File: src/rtl/cpu_pkg.sv
// Shared encodings for the CPU memory stage: access sizes, LSU states and bus widths.
package cpu_pkg;

    localparam int unsigned DATA_W = 32;
    localparam int unsigned ADDR_W = 32;
    localparam int unsigned BE_W   = DATA_W / 8;

    // Access size as carried on op_size; 2'b11 is reserved and handled as a word.
    localparam logic [1:0] SIZE_BYTE = 2'b00;
    localparam logic [1:0] SIZE_HALF = 2'b01;
    localparam logic [1:0] SIZE_WORD = 2'b10;

    typedef enum logic [1:0] {
        StIdle = 2'b00,
        StReq  = 2'b01,
        StWait = 2'b10,
        StResp = 2'b11
    } lsu_state_e;

endpackage

File: src/rtl/lsu_align.sv
// Lane logic for the load/store unit: alignment check, byte enables, store lane
// replication and load lane extraction with sign/zero extension. Purely combinational.
module lsu_align
    import cpu_pkg::*;
(
    input  logic [1:0]        size,
    input  logic [1:0]        offset,
    input  logic              sign_ext,
    input  logic [DATA_W-1:0] store_data,
    input  logic [DATA_W-1:0] load_raw,
    output logic              aligned,
    output logic [BE_W-1:0]   be,
    output logic [DATA_W-1:0] store_lanes,
    output logic [DATA_W-1:0] load_ext
);

    logic [7:0]  load_byte;
    logic [15:0] load_half;

    // Pick the addressed byte and halfword lanes out of the returned word.
    always_comb begin
        unique case (offset)
            2'd0:    load_byte = load_raw[7:0];
            2'd1:    load_byte = load_raw[15:8];
            2'd2:    load_byte = load_raw[23:16];
            default: load_byte = load_raw[31:24];
        endcase
        load_half = offset[1] ? load_raw[31:16] : load_raw[15:0];
    end

    // Per-size alignment, enables, store replication and load extension.
    always_comb begin
        aligned     = 1'b1;
        be          = 4'b1111;
        store_lanes = store_data;
        load_ext    = load_raw;
        case (size)
            SIZE_BYTE: begin
                be          = 4'b0001 << offset;
                store_lanes = {4{store_data[7:0]}};
                load_ext    = {{24{sign_ext & load_byte[7]}}, load_byte};
            end
            SIZE_HALF: begin
                aligned     = ~offset[0];
                be          = 4'b0011 << offset;
                store_lanes = {2{store_data[15:0]}};
                load_ext    = {{16{sign_ext & load_half[15]}}, load_half};
            end
            default: begin
                // Word, and the reserved encoding treated as word.
                aligned = (offset == 2'b00);
            end
        endcase
    end

endmodule

File: src/rtl/load_store_unit.sv
// Multi-cycle memory stage: turns ALU-stage load/store ops into req/gnt/rvalid bus
// transactions, stalls the CPU while an access is in flight and returns extended load data.
module load_store_unit
    import cpu_pkg::*;
#(
    parameter int unsigned       TIMEOUT_CYCLES = 16,
    parameter logic [DATA_W-1:0] RESET_RDATA    = 32'h0
) (
    input  logic              clk,
    input  logic              rst,
    input  logic              op_valid,
    input  logic              op_write,
    input  logic [1:0]        op_size,
    input  logic              op_signed,
    input  logic [ADDR_W-1:0] addr,
    input  logic [DATA_W-1:0] wdata,
    output logic              op_ready,
    output logic              stall,
    output logic [DATA_W-1:0] rdata,
    output logic              rdata_valid,
    output logic              misalign,
    output logic              bus_err,
    output logic              bus_req,
    output logic              bus_we,
    output logic [ADDR_W-1:0] bus_addr,
    output logic [DATA_W-1:0] bus_wdata,
    output logic [BE_W-1:0]   bus_be,
    input  logic              bus_gnt,
    input  logic              bus_rvalid,
    input  logic [DATA_W-1:0] bus_rdata
);

    localparam int unsigned CNT_W    = $clog2(TIMEOUT_CYCLES + 1);
    localparam logic [CNT_W-1:0] TMO_LAST = CNT_W'(TIMEOUT_CYCLES - 1);

    lsu_state_e       state_q;
    logic [CNT_W-1:0] tmo_cnt_q;
    logic             we_q;
    logic [1:0]       size_q;
    logic [1:0]       offset_q;
    logic             signed_q;

    logic [1:0]        al_size;
    logic [1:0]        al_offset;
    logic              al_signed;
    logic              al_aligned;
    logic [BE_W-1:0]   al_be;
    logic [DATA_W-1:0] al_wdata;
    logic [DATA_W-1:0] al_load;

    logic idle;
    logic busy;

    assign idle = (state_q == StIdle);
    assign busy = (state_q == StReq) | (state_q == StWait);

    // One lane unit serves both paths: live op fields in IDLE, latched ones while busy.
    always_comb begin
        al_size   = idle ? op_size   : size_q;
        al_offset = idle ? addr[1:0] : offset_q;
        al_signed = idle ? op_signed : signed_q;
    end

    lsu_align u_align (
        .size        (al_size),
        .offset      (al_offset),
        .sign_ext    (al_signed),
        .store_data  (wdata),
        .load_raw    (bus_rdata),
        .aligned     (al_aligned),
        .be          (al_be),
        .store_lanes (al_wdata),
        .load_ext    (al_load)
    );

    // Handshake to the pipeline; stall drops in RESP so the CPU advances with rdata_valid.
    always_comb begin
        op_ready = idle;
        stall    = (op_valid & op_ready & al_aligned) | busy;
    end

    // Access FSM with the latched request, timeout counter and registered outputs.
    always_ff @(posedge clk or negedge rst) begin
        if (!rst) begin
            state_q     <= StIdle;
            tmo_cnt_q   <= '0;
            we_q        <= 1'b0;
            size_q      <= SIZE_BYTE;
            offset_q    <= 2'b00;
            signed_q    <= 1'b0;
            rdata       <= RESET_RDATA;
            rdata_valid <= 1'b0;
            misalign    <= 1'b0;
            bus_err     <= 1'b0;
            bus_req     <= 1'b0;
            bus_we      <= 1'b0;
            bus_addr    <= '0;
            bus_wdata   <= '0;
            bus_be      <= '0;
        end else begin
            rdata_valid <= 1'b0;
            misalign    <= 1'b0;
            bus_err     <= 1'b0;
            unique case (state_q)
                StIdle: begin
                    tmo_cnt_q <= '0;
                    if (op_valid) begin
                        if (al_aligned) begin
                            state_q   <= StReq;
                            we_q      <= op_write;
                            size_q    <= op_size;
                            offset_q  <= addr[1:0];
                            signed_q  <= op_signed;
                            bus_req   <= 1'b1;
                            bus_we    <= op_write;
                            bus_addr  <= {addr[ADDR_W-1:2], 2'b00};
                            bus_be    <= al_be;
                            bus_wdata <= al_wdata;
                        end else begin
                            misalign <= 1'b1;
                        end
                    end
                end
                StReq: begin
                    tmo_cnt_q <= tmo_cnt_q + 1'b1;
                    if (bus_gnt && bus_rvalid) begin
                        state_q     <= StResp;
                        bus_req     <= 1'b0;
                        rdata_valid <= 1'b1;
                        if (!we_q) rdata <= al_load;
                    end else if (tmo_cnt_q == TMO_LAST) begin
                        // A grant without data on the last allowed cycle still aborts,
                        // so the access never exceeds the timeout budget.
                        state_q <= StIdle;
                        bus_req <= 1'b0;
                        bus_err <= 1'b1;
                        rdata   <= RESET_RDATA;
                    end else if (bus_gnt) begin
                        state_q <= StWait;
                        bus_req <= 1'b0;
                    end
                end
                StWait: begin
                    tmo_cnt_q <= tmo_cnt_q + 1'b1;
                    if (bus_rvalid) begin
                        state_q     <= StResp;
                        rdata_valid <= 1'b1;
                        if (!we_q) rdata <= al_load;
                    end else if (tmo_cnt_q == TMO_LAST) begin
                        state_q <= StIdle;
                        bus_err <= 1'b1;
                        rdata   <= RESET_RDATA;
                    end
                end
                default: begin
                    // RESP: completion already flagged; late bus activity is ignored.
                    state_q <= StIdle;
                end
            endcase
        end
    end

endmodule

File: config.mk
export PLATFORM = sky130hd
export DESIGN_NAME = load_store_unit
export DESIGN_NICKNAME = d
export VERILOG_FILES = /design/src/rtl/cpu_pkg.sv /design/src/rtl/lsu_align.sv /design/src/rtl/load_store_unit.sv
export SDC_FILE = /design/constraint.sdc
export NUM_CORES = 1
export LEC_CHECK = 0
export ABC_AREA = 1
export ABC_CLOCK_PERIOD_IN_PS = 3000
export CORE_AREA = 2 2 119 121
export CTS_BUF_LIST = sky130_fd_sc_hd__clkbuf_4 sky130_fd_sc_hd__clkbuf_8
export CTS_CLUSTER_DIAMETER = 150
export DETAILED_ROUTE_END_ITERATION = 8
export DIE_AREA = 0 0 121 123
export PLACE_DENSITY = 0.82
export SYNTH_ARGS = -nofsm -noshare
export SYNTH_HDL_FRONTEND = slang
export SYNTH_HIERARCHICAL = 1
export SYNTH_SLANG_ARGS = --single-unit
File: constraint.sdc
create_clock -name clk -period 3 [get_ports clk]
set_clock_uncertainty 0.2 [all_clocks]
set_input_delay 0.45 -clock clk [delete_from_list [all_inputs] [get_ports clk]]
set_output_delay 0.45 -clock clk [all_outputs]
set_load 0.02 [all_outputs]
==> impl_metrics.csv <==
group,metric,value,unit
outcome,status,"finished, final reports clean",
pwr,p_leak,4.71,nW
global_route,grt_pass1_wl,28.6,mm
synth,yosysMostFrequentCell,"nand2_1",
drt,vias,6266,
clock_network,numCtsBuffers,17,
pwr,power,0.0103,W
sta,period_share,94.4,%
synth,synth_edf_count,0,
sta,drv_slew,0,
final_layout,diodes,0,
floorplan,rows,43,
pwr,switching_share,46.4,%
pwr,seqPwrFrac,26.4,%
clock_network,clock_latency,440,ps
pwr,ir_worst_vdd,632,uV
min_path,hp-start,"bus_wdata[29]$_DFFE_PN0P_",
synth,ys_ff_latch,115,
synth,synth_flop_cell,"dfrtp_1",
critical_path,reg2regPathDepth,13,
sta,hold_viol,0,
synth,syn_area_per_cell,7.31,sq um
synth,yosys_warnings,6,
place,dpl_cell_area,0.00857,sq mm
min_path,min_path_cells,2,
final_layout,final_cell_area,0.00901,sq mm
critical_path,cp.arrival,2180,ps
drt,final_antenna_net_count,0,
place,port_buffers,209,
synth,synth_cell_types,30,
place,hpwl,12.8,mm
synth,synthTopCellsByArea,"dfrtp_1 (45%), nand2_1 (22%), o21ai_0 (6.4%)",
drt,finalWirelength,17.9,mm
critical_path,r2r-start,"state_q[1]$_DFFE_PN0P_",
floorplan,dieArea,0.0149,sq mm
pwr,clkPwrFrac,12.0,%
drt,dr.pass1.iters,5,
clock_network,clock-root-buffer,"clkbuf_8",
critical_path,endpoint_kind,"output port",
critical_path,timing.rr.end,"rdata[30]$_DFFE_PN0P_",
sta,max_freq,0.353,GHz
synth,ys_seq_area_share,44.9,%
critical_path,regToRegSetupSlack,260,ps
final_layout,syn_to_final_growth,40.6,%
pwr,p_switching,0.00478,W
clock_network,cts_tree,"done",
floorplan,start_util,47.1,%
sta,worstMarginPinSlew,1040,ps
synth,synth_top_cells_by_count,"nand2_1 (381), dfrtp_1 (115), inv_1 (99)",
clock_network,clk_pin_slew,70,ps
flow_run,drv_cap,0,
clock_network,cts.sinks,115,
floorplan,dieHeight,123,microns
final_layout,final_nets,1189,
global_route,gr-total-overflow,0,
sta,setup_viol,0,
sta,period_needed,2830,ps
floorplan,dieWidth,121,microns
pwr,p_per_area,1140,mW/mm^2
critical_path,cp.required,2350,ps
clock_network,clockBufferDepth,2,
synth,yosys.area.top_type_share,44.9,%
synth,synth_cells,876,
synth,synth_top_area_cell,"dfrtp_1",
pwr,internal_power,0.00553,W
floorplan,ios,212,
synth,netlist_area,0.00641,sq mm
sta,slew-limit-headroom,30.5,%
sta,rsz0062_at_grt,"false",
final_layout,drive_gt1_share,9.93,%
drt,avgRoutedWirePerCell,14.1,microns
drt,viasPerCell,4.94,
critical_path,cpMaxStageDelayCell,"dfrtp_1",
min_path,min_to,"bus_wdata[29]$_DFFE_PN0P_",
critical_path,startpoint_type,"register",
global_route,grt_max_degree,127,
pwr,p_comb_share,61.7,%
sta,whs,284,ps
place,gp_congestion,0.837,
global_route,antenna_found_initial,0,
critical_path,worst-setup-path-type,"reg -> out",
critical_path,cp_slowest_stage_delay,390,ps
global_route,first_global_vias,5918,
global_route,grt_util_all_layers,24.5,%
floorplan,core,0.0136,sq mm
synth,async_flop_share,100,%
clock_network,htree_levels,4,
drt,drc,0,
critical_path,path_cells,"inv_2 -> ha_4 -> clkinvlp_4 -> o21ai_4 -> inv_8 -> nand2_4 -> o211ai_1 -> buf_4 -> nand3_4 -> nand2_1 -> buf_2",
drt,drt_iter0_drc,467,
min_path,hold_class,"reg -> reg",
critical_path,path_max_fanout,5,
stage by stage:
stage	worst slack [ps]	std cells	util (%)	TNS [ps]
floorplan	31.3	877	-	0
global placement	-31.4	1230	63.0	-31.4
detailed placement	-16.2	1230	63.0	-20.0
CTS	-24.8	1265	65.9	-24.8
global route	32.1	1268	66.2	0
finish	167	1268	66.2	0
cells by family after synthesis:
| logic type | share of synthesized area (%) |
|---|---|
| and+or+nand+nor | 31.3 |
| DFF | 44.9 |
| other | 0.0585 |
| adders and majority gates | 1.17 |
| AOI/OAI and AO/OA | 10.4 |
| buffers and inverters | 12.1 |
power by group through the flow:
stage | Combinational, W | Sequential [W] | Clock [W]
finish | 0.00636 | 0.00272 | 0.00123
global route | 0.00701 | 0.00281 | 0.00134
CTS | 0.00634 | 0.00272 | 0.00127
detailed placement | 0.00621 | 0.00273 | 0
global placement | 0.00609 | 0.00271 | 0
floorplan | 0.00314 | 0.00349 | 0
area by class of cell:
cell class | count | area [sq um]
Timing Repair Buffer | 240 | 2350
Inverter | 104 | 404
Clock buffer | 23 | 298
Timing Repair inverter | 1 | 7.51
Sequential cell | 115 | 2880
Fill cell | 1159 | 4600
Multi-Input combinational cell | 599 | 2820
Tap cell | 180 | 225
Clock inverter | 6 | 32.5
critical path: cells and delay by family (launching register included):
kind | cells | cell delay [ps]
AOI/OAI and AO/OA | 2 | 370
buffers and inverters | 5 | 610
and+or+nand+nor | 3 | 180
DFF | 1 | 390
adders and majority gates | 1 | 180
worst max-delay path by stage:
stage,cells after the start,start,end
CTS,11,state_q[0]$_DFFE_PN0P_,stall
global route,12,state_q[1]$_DFFE_PN0P_,stall
floorplan,13,state_q[0]$_DFFE_PN0P_,stall
detailed placement,7,op_size[1],stall
global placement,9,op_size[0],stall
finish,11,state_q[1]$_DFFE_PN0P_,stall
timing repair:
item / 4_1_cts / 5_1_grt
cloned: 1 / 0
pin swaps: 2 / 2
hold endpoints to repair: 32 / 0
hold buffers: 1 / 0
resized for setup: 10 / 6
buffers inserted: 4 / 3
endpoints found under the setup margin: 1 / 38
flip-flops by register name, indices dropped and copies added, names as in the netlist:
| name | flops |
|---|---|
| we_q | 1 |
| bus_wdata | 32 |
| size_q | 2 |
| misalign | 1 |
| rdata | 32 |
| signed_q | 1 |
| bus_err | 1 |
| bus_be | 4 |
| tmo_cnt_q | 5 |
| bus_req | 1 |
| state_q | 2 |
| offset_q | 2 |
| bus_addr | 30 |
| rdata_valid | 1 |
routing by layer:
layer	track usage (%)	part of all wire (%)	vias up	wire length, microns
met4	10.0	2.6	0	466
li1	-	-	3116	-
met2	40.6	48	217	8630
met3	6.46	7.8	38	1400
met5	0	0	-	0
met1	30.4	41	2895	7450
placed cells by master (no fill, tap or decap), types with 5 or more instances in the layout:
cell / netlist / final
buf_4: 17 / 28
a21oi_1: 13 / 13
nor2_1: 8 / 8
nand3_2: 21 / 20
dfrtp_1: 115 / 115
o211ai_1: 16 / 16
o21ai_0: 82 / 78
clkbuf_8: 0 / 20
inv_2: 3 / 5
nand2_2: 5 / 5
o21ai_1: 7 / 7
clkinv_2: 0 / 5
nand2_1: 381 / 381
nand3_1: 46 / 45
inv_1: 99 / 96
clkdlybuf4s50_1: 0 / 207
ha_1: 6 / 5
Power figures use the tool's default switching activity.
